### config.mk
export PLATFORM = sky130hd
export DESIGN_NAME = bcd_scan_display
export DESIGN_NICKNAME = d
export VERILOG_FILES = /design/src/rtl/bcd_disp_pkg.sv /design/src/rtl/bcd_scan_display_seg7_decode.sv /design/src/rtl/bcd_scan_display.sv
export SDC_FILE = /design/constraint.sdc
export NUM_CORES = 1
export LEC_CHECK = 0
export CORE_MARGIN = 2
export CORE_UTILIZATION = 58
export CTS_CLUSTER_DIAMETER = 200
export DETAILED_ROUTE_END_ITERATION = 8
export PLACE_DENSITY_LB_ADDON = 0.2
export SLEW_MARGIN = 5
export SYNTH_ARGS = -nofsm -noshare
export SYNTH_HDL_FRONTEND = slang
export SYNTH_SLANG_ARGS = --single-unit
### constraint.sdc
create_clock -name clk -period 3.4 [get_ports clk]
set_clock_uncertainty 0.05 [all_clocks]
set_input_delay 0.85 -clock clk [delete_from_list [all_inputs] [get_ports clk]]
set_output_delay 0.85 -clock clk [all_outputs]
set_load 0.05 [all_outputs]
### src/rtl/bcd_disp_pkg.sv
// Shared constants for the BCD scan display: active-high 7-segment codes
// and the slot state encoding.
package bcd_disp_pkg;

  localparam int unsigned SEG_W = 7;

  // Active-high segment codes, bit 0 = segment a ... bit 6 = segment g.
  localparam logic [SEG_W-1:0] SEG_0     = 7'h3F;
  localparam logic [SEG_W-1:0] SEG_1     = 7'h06;
  localparam logic [SEG_W-1:0] SEG_2     = 7'h5B;
  localparam logic [SEG_W-1:0] SEG_3     = 7'h4F;
  localparam logic [SEG_W-1:0] SEG_4     = 7'h66;
  localparam logic [SEG_W-1:0] SEG_5     = 7'h6D;
  localparam logic [SEG_W-1:0] SEG_6     = 7'h7D;
  localparam logic [SEG_W-1:0] SEG_7     = 7'h07;
  localparam logic [SEG_W-1:0] SEG_8     = 7'h7F;
  localparam logic [SEG_W-1:0] SEG_9     = 7'h6F;
  localparam logic [SEG_W-1:0] SEG_BLANK = 7'h00;

  typedef enum logic {
    SLOT_BLANK = 1'b0,
    SLOT_DRIVE = 1'b1
  } slot_e;

endpackage

### src/rtl/bcd_scan_display_seg7_decode.sv
// Combinational BCD to active-high 7-segment decoder; invalid BCD (10..15)
// decodes to all segments off.
module seg7_decode
  import bcd_disp_pkg::*;
(
  input  logic [3:0]       bcd,
  output logic [SEG_W-1:0] seg_c
);

  always_comb begin
    seg_c = SEG_BLANK;
    case (bcd)
      4'd0:    seg_c = SEG_0;
      4'd1:    seg_c = SEG_1;
      4'd2:    seg_c = SEG_2;
      4'd3:    seg_c = SEG_3;
      4'd4:    seg_c = SEG_4;
      4'd5:    seg_c = SEG_5;
      4'd6:    seg_c = SEG_6;
      4'd7:    seg_c = SEG_7;
      4'd8:    seg_c = SEG_8;
      4'd9:    seg_c = SEG_9;
      default: seg_c = SEG_BLANK;
    endcase
  end

endmodule

### src/rtl/bcd_scan_display.sv
// Time-multiplexed BCD 7-segment scanner with snapshot latch and per-slot
// anti-ghosting blank. Optional macro BCD_SCAN_LEADING_ZERO_BLANK_EN.
module bcd_scan_display
  import bcd_disp_pkg::*;
#(
  parameter int unsigned NUM_DIGITS   = 2,
  parameter int unsigned SCAN_DIV     = 50000,
  parameter int unsigned BLANK_CYCLES = 1,
  parameter int unsigned COMMON_ANODE = 1
) (
  input  logic                    clk,
  input  logic                    rst,
  input  logic [4*NUM_DIGITS-1:0] bcd_in,
  input  logic [NUM_DIGITS-1:0]   dp_in,
  input  logic                    load,
  output logic [7:0]              seg,
  output logic [NUM_DIGITS-1:0]   an
);

  localparam int unsigned PRESC_W = $clog2(SCAN_DIV);
  localparam int unsigned IDX_W   = (NUM_DIGITS > 1) ? $clog2(NUM_DIGITS) : 1;
  localparam int unsigned BCD_W   = 4 * NUM_DIGITS;

  localparam logic                  INV        = (COMMON_ANODE != 0);
  localparam logic [PRESC_W-1:0]    PRESC_LAST = PRESC_W'(SCAN_DIV - 1);
  localparam logic [IDX_W-1:0]      IDX_LAST   = IDX_W'(NUM_DIGITS - 1);
  localparam logic [7:0]            SEG_OFF    = {8{INV}};
  localparam logic [NUM_DIGITS-1:0] AN_OFF     = {NUM_DIGITS{INV}};

  logic [BCD_W-1:0]      snap_bcd;
  logic [NUM_DIGITS-1:0] snap_dp;
  logic [PRESC_W-1:0]    presc;
  logic [PRESC_W-1:0]    presc_next;
  logic                  presc_wrap;
  logic [IDX_W-1:0]      idx;
  logic [IDX_W-1:0]      idx_next;
  logic                  blank_next;
  slot_e                 state;

  logic [3:0]            cur_bcd;
  logic                  cur_dp;
  logic                  cur_lz;
  logic [NUM_DIGITS-1:0] lz_mask;
  logic [SEG_W-1:0]      dec_seg;
  logic [7:0]            drive_seg;
  logic [NUM_DIGITS-1:0] drive_an;

  // Prescaler and digit-index sequencing.
  always_comb begin
    presc_wrap = (presc == PRESC_LAST);
    presc_next = presc_wrap ? '0 : presc + PRESC_W'(1);
    idx_next   = idx;
    if (presc_wrap) begin
      idx_next = (idx == IDX_LAST) ? '0 : idx + IDX_W'(1);
    end
  end

  // Slot is blank while the upcoming prescaler value is below the blank window.
  generate
    if (BLANK_CYCLES == 0) begin : g_no_blank
      assign blank_next = 1'b0;
    end else begin : g_blank
      assign blank_next = (presc_next < PRESC_W'(BLANK_CYCLES));
    end
  endgenerate

  // Snapshot, prescaler, index and slot FSM.
  always_ff @(posedge clk) begin
    if (rst) begin
      snap_bcd <= '0;
      snap_dp  <= '0;
      presc    <= '0;
      idx      <= '0;
      state    <= SLOT_BLANK;
    end else begin
      if (load) begin
        snap_bcd <= bcd_in;
        snap_dp  <= dp_in;
      end
      presc <= presc_next;
      idx   <= idx_next;
      case (state)
        SLOT_BLANK: if (!blank_next) state <= SLOT_DRIVE;
        SLOT_DRIVE: if (blank_next)  state <= SLOT_BLANK;
      endcase
    end
  end

`ifdef BCD_SCAN_LEADING_ZERO_BLANK_EN
  // A digit is a leading zero when it and every higher digit are zero.
  always_comb begin
    logic higher_zero;
    lz_mask     = '0;
    higher_zero = 1'b1;
    for (int k = NUM_DIGITS - 1; k >= 1; k--) begin
      higher_zero = higher_zero && (snap_bcd[4*k +: 4] == 4'd0);
      lz_mask[k]  = higher_zero;
    end
  end
`else
  assign lz_mask = '0;
`endif

  // Select the snapshot digit at the current scan index.
  always_comb begin
    cur_bcd = 4'd0;
    cur_dp  = 1'b0;
    cur_lz  = 1'b0;
    for (int k = 0; k < NUM_DIGITS; k++) begin
      if (idx == IDX_W'(k)) begin
        cur_bcd = snap_bcd[4*k +: 4];
        cur_dp  = snap_dp[k];
        cur_lz  = lz_mask[k];
      end
    end
  end

  seg7_decode u_decode (
    .bcd   (cur_bcd),
    .seg_c (dec_seg)
  );

  assign drive_seg = {cur_dp, (cur_lz ? SEG_BLANK : dec_seg)};
  assign drive_an  = NUM_DIGITS'(1) << idx;

  // Registered pin outputs; XOR with the off pattern applies polarity.
  always_ff @(posedge clk) begin
    if (rst || (state == SLOT_BLANK)) begin
      seg <= SEG_OFF;
      an  <= AN_OFF;
    end else begin
      seg <= drive_seg ^ SEG_OFF;
      an  <= drive_an ^ AN_OFF;
    end
  end

endmodule

# After elaboration in Yosys (flattened, before gate mapping)
# Memory sizes are Yosys's and may differ from the RTL's.
# Index checks and enable logic that the tools add are counted.
classes:
  bitwise: 3
  n_reduce_logical: 1
  n_shift: 1
  n_eq_ne: 1
  n_lt_le_gt_ge: 1
  add_sub_neg: 2
  mux: 5
ops:
  columns: ["operator", "n"]
  rows:
  - ["16-bit by 1-bit adder with 16-bit output (second input constant)", 1]
  - ["16-bit equality test (second input constant)", 1]
  - ["16-bit by 1-bit less-than comparator with 1-bit output (second input constant)", 1]
  - ["16-bit two-way mux", 1]
  - ["8-bit inverter", 1]
  - ["4-bit two-way mux", 1]
  - ["1-bit two-way mux", 3]
  - ["2-bit inverter", 1]
  - ["1-bit by 1-bit << shifter with 2-bit output (first input constant)", 1]
  - ["1-bit adder (second input constant)", 1]
  - ["1-bit logical OR", 1]
  - ["1-bit inverter", 1]
totals:
  in_bits: 13
  word_cells: 22
  mem_count: 1
  mem_bits_ro: 112
  out_inout_bits: 10
  ff_bits: 38
mem_list:
  columns: ["memory", "depth", "word_bits", "read_ports", "rd_ports_with_merged_regs", "write_ports", "line_no", "rtl"]
  rows:
  - ["(no name shown)", 16, 7, 1, 0, 0, "bcd_scan_display_seg7_decode.sv:12", "case (bcd)"]

# Longest topological paths before layout
depth:
  ltp_word: 4
  depth_mapped: 8
  mapped_depth_nobuf: 7

# Cells and area by module
# Synthesis repeated with hierarchy kept, for this count alone.
hier_totals:
  cells_unflattened: 198
  area_unflattened_um2: 1895.6
modules_own_cells:
  columns: ["module", "area_each_um2", "cells_per_inst", "seq_area_each_um2", "n_inst"]
  rows:
  - ["bcd_scan_display", 1694.1, 172, 760.7, 1]
  - ["seg7_decode", 201.4, 26, 0.0, 1]

# Least setup slack after synthesis
# No wires, ideal clock.
synth_path:
  path_kind: "input to register"
  from: "input load"
  to: "register snap_bcd[4]"
  stages: 3
  setup_slack_ps: 1668
  required_time_ps: 3222
  path_buffers: 1
  arrival_time_ps: 1555
  setup_ps: 128
  cell_sequence: "clkbuf_1 -> mux2i_1 -> nor2_1"
synth_lines:
  columns: ["element", "line_no", "rtl"]
  rows:
  - ["start, declared", "bcd_scan_display.sv:15", "input logic load,"]
  - ["end signal, assigned", "bcd_scan_display.sv:77", "snap_bcd <= bcd_in;"]
  - ["end, declared", "bcd_scan_display.sv:30", "logic [BCD_W-1:0] snap_bcd;"]

# Worst setup path after layout
layout_path:
  from: "register seg[7]"
  to: "output seg[7]"
layout_lines:
  columns: ["element", "line_no", "rtl"]
  rows:
  - ["start, declared", "bcd_scan_display.sv:16", "output logic [7:0] seg,"]
  - ["start signal, assigned", "bcd_scan_display.sv:132", "seg <= drive_seg ^ SEG_OFF;"]
# No word-level cell between the ends.

==> flow_summary.json <==
{
  "die_w_um": 58.9,
  "critical_path.max_fanout": 1,
  "power.share.clock_pct": 26.5,
  "peakVddDrop_uv": 228,
  "nFillCells": 229,
  "grt_max_degree": 20,
  "root_buffer": "clkbuf_4",
  "rsz0062_at_grt": "no",
  "hold_viol_final": 0,
  "violations": "design-rule violations",
  "cts_resized": 0,
  "final_common_cell": "dfxtp_1",
  "p_comb_share_pct": 13.9,
  "rows": 19,
  "slew_viol_final": 0,
  "clk_pin_slew_ns": 0.11,
  "finalNetCount": 233,
  "setup_viol": 0,
  "regArea_um2": 761,
  "worstSkewPairLatency_ns": 0.35,
  "cts_buffer_depth": 2,
  "tritoncts": "built",
  "critPathLaunchType": "flop",
  "status": "finished with violations",
  "vias": 1365,
  "numClockSinks": 38,
  "postRouteAntennaNets": 0,
  "max_slew_margin_pct": 61.7,
  "worstMarginPinSlew_ns": 0.573,
  "synth_nets": 214,
  "layout_setup_ws_ns": 1.05,
  "path_buf_inv": 1,
  "grt_pass1_wl_um": 5670,
  "path_cells": "clkdlybuf4s50_1",
  "wirelength_um": 3290,
  "arrival_ns": 1.45,
  "n_antenna_cell": 0,
  "cts_setup_buffers": 0,
  "dominantRegCellSynth": "dfxtp_1",
  "worst-endpoint-required_ns": 2.50,
  "slowest_stage": "clkdlybuf4s50_1",
  "synth-warning-count": 0,
  "critical-path-top-delay-family": "buffers and inverters",
  "internal-power_uw": 587,
  "dr.pass1.iters": 6,
  "max_cap_viol_count": 0,
  "synthCells": 194,
  "coreArea_um2": 2810,
  "multiInputGateArea_um2": 928,
  "first_global_vias": 1319,
  "synthToLayoutAreaGrowth_pct": 14.9,
  "fin_crit_sh_pct": 69.0,
  "avgSynthCellArea_um2": 9.02,
  "vias_per_cell": 5.59,
  "drt_iter0_markers": 32,
  "holdCritPathClass": "reg2reg",
  "swShare_pct": 26.0,
  "htreeDepth": 2,
  "leakagePower_nw": 0.809,
  "yosysUniqueCellTypes": 34,
  "drt-wirelength-per-cell_um": 13.5,
  "ys_ff_latch": 38,
  "power_uw": 793,
  "regToRegSetupSlack_ns": 1.30,
  "drcViolationCount": 3,
  "max_stage_delay_ns": 0.79,
  "hold_buffers": 0,
  "pin_count": 23,
  "final_cells": 244,
  "finalSetupTns_ns": 0,
  "utilization_pct": 71.7,
  "synth_edf_count": 0,
  "synth_area_um2": 1750,
  "p_seq_share_pct": 59.6,
  "power_density_nw_per_um2": 394,
  "worstSetupPathType": "reg2out",
  "grt.total_usage_pct": 22.2,
  "place_ws_ns": 1.09,
  "p_switching_uw": 206,
  "die_h_um": 58.9,
  "ys_seq_area_share_pct": 43.5,
  "start_util_pct": 62.4,
  "port_buffers": 22,
  "die_area_um2": 3470,
  "placed_cells": 237,
  "grt_remaining_overflow": 0,
  "finalCriticalPeriod_ns": 2.35,
  "numCtsBuffers": 5,
  "most-common-layout-cells": "dfxtp_1 (38), nor2_1 (34), clkdlybuf4s50_1 (22)",
  "layout-drive-gt1-share_pct": 6.10,
  "place_congestion": 0.851,
  "hpwl_um": 2400,
  "antenna_found_initial": 0,
  "async_flop_share_pct": 0,
  "end_kind": "primary output",
  "timing.fmax_ghz": 0.426
}
## synth_stat cells (2+ instances only)
library cell,count,area [µm²]
or3_1,2,12.5
and3_1,4,25.0
mux2_2,3,33.8
nand2_1,19,71.3
xnor2_1,7,61.3
nor2b_1,3,18.8
buf_2,4,20.0
mux2i_1,15,150
clkbuf_1,6,22.5
nand2b_1,2,12.5
xor2_1,8,70.1
nand4_1,5,31.3
o21ai_0,8,40.0
nand3_1,6,30.0
nor2_1,34,128
inv_1,3,11.3
dfxtp_1,38,761
ha_1,7,87.6
a21oi_1,5,25.0
## area by class of cell
| type | instances | area share [%] |
|---|---|---|
| clock buffers | 7 | 2.24 |
| inverters | 3 | 0.560 |
| multi-input cells | 142 | 46.1 |
| flip-flops and latches | 38 | 37.8 |
| well taps | 31 | 1.93 |
| repair buffers | 23 | 11.3 |
## path summary, 6_finish.rpt
check / start / end / cells past startpoint
hold / removal: presc[0]$_SDFF_PP0_ / presc[0]$_SDFF_PP0_ / 1
setup / recovery: seg[7]$_SDFF_PP1_ / seg[7] / 1
hold reg to reg: presc[0]$_SDFF_PP0_ / presc[0]$_SDFF_PP0_ / 1
setup reg to reg: idx$_SDFFE_PP0N_ / seg[0]$_SDFF_PP1_ / 7
## metal layers
layer,wire length [µm],GRT usage (%),vias up,share of wire [%]
met3,195,7.25,6,5.9
met4,57,9.42,0,1.7
met5,0,0,-,0
met1,1490,26.3,623,45
li1,-,-,694,-
met2,1550,36.7,42,47
## registers in the layout, summed over array words and instances, names as in the netlist
signal / flops
snap_dp: 2
presc: 16
an: 2
state: 1
snap_bcd: 8
idx: 1
seg: 8
## power groups by stage
stage	registers (mW)	clock network [mW]	logic (mW)
6_report	0.473	0.210	0.110
5_1_grt	0.475	0.235	0.121
4_1_cts	0.473	0.215	0.110
3_5_place_dp	0.483	0	0.110
3_3_place_gp	0.482	0	0.106
2_1_floorplan	0.505	0	0.0483
## cell families after synthesis
group	Yosys count	share of synthesized area, %
fa+ha+maj	7	5.00
buf+inv	14	3.50
flops	38	43.5
simple gates	81	22.2
xor+xnor	15	7.51
mux	19	11.2
compound gates	20	7.15
## per-stage QoR
step | hold WS (ns) | instance area [µm²]
3_3_place_gp | 0.405 | 1970
2_1_floorplan | 0.391 | 1750
5_1_grt | 0.483 | 2010
4_1_cts | 0.452 | 2010
3_5_place_dp | 0.429 | 1970
6_report | 0.451 | 2010
Note: power is estimated with default switching activity, not from simulation.
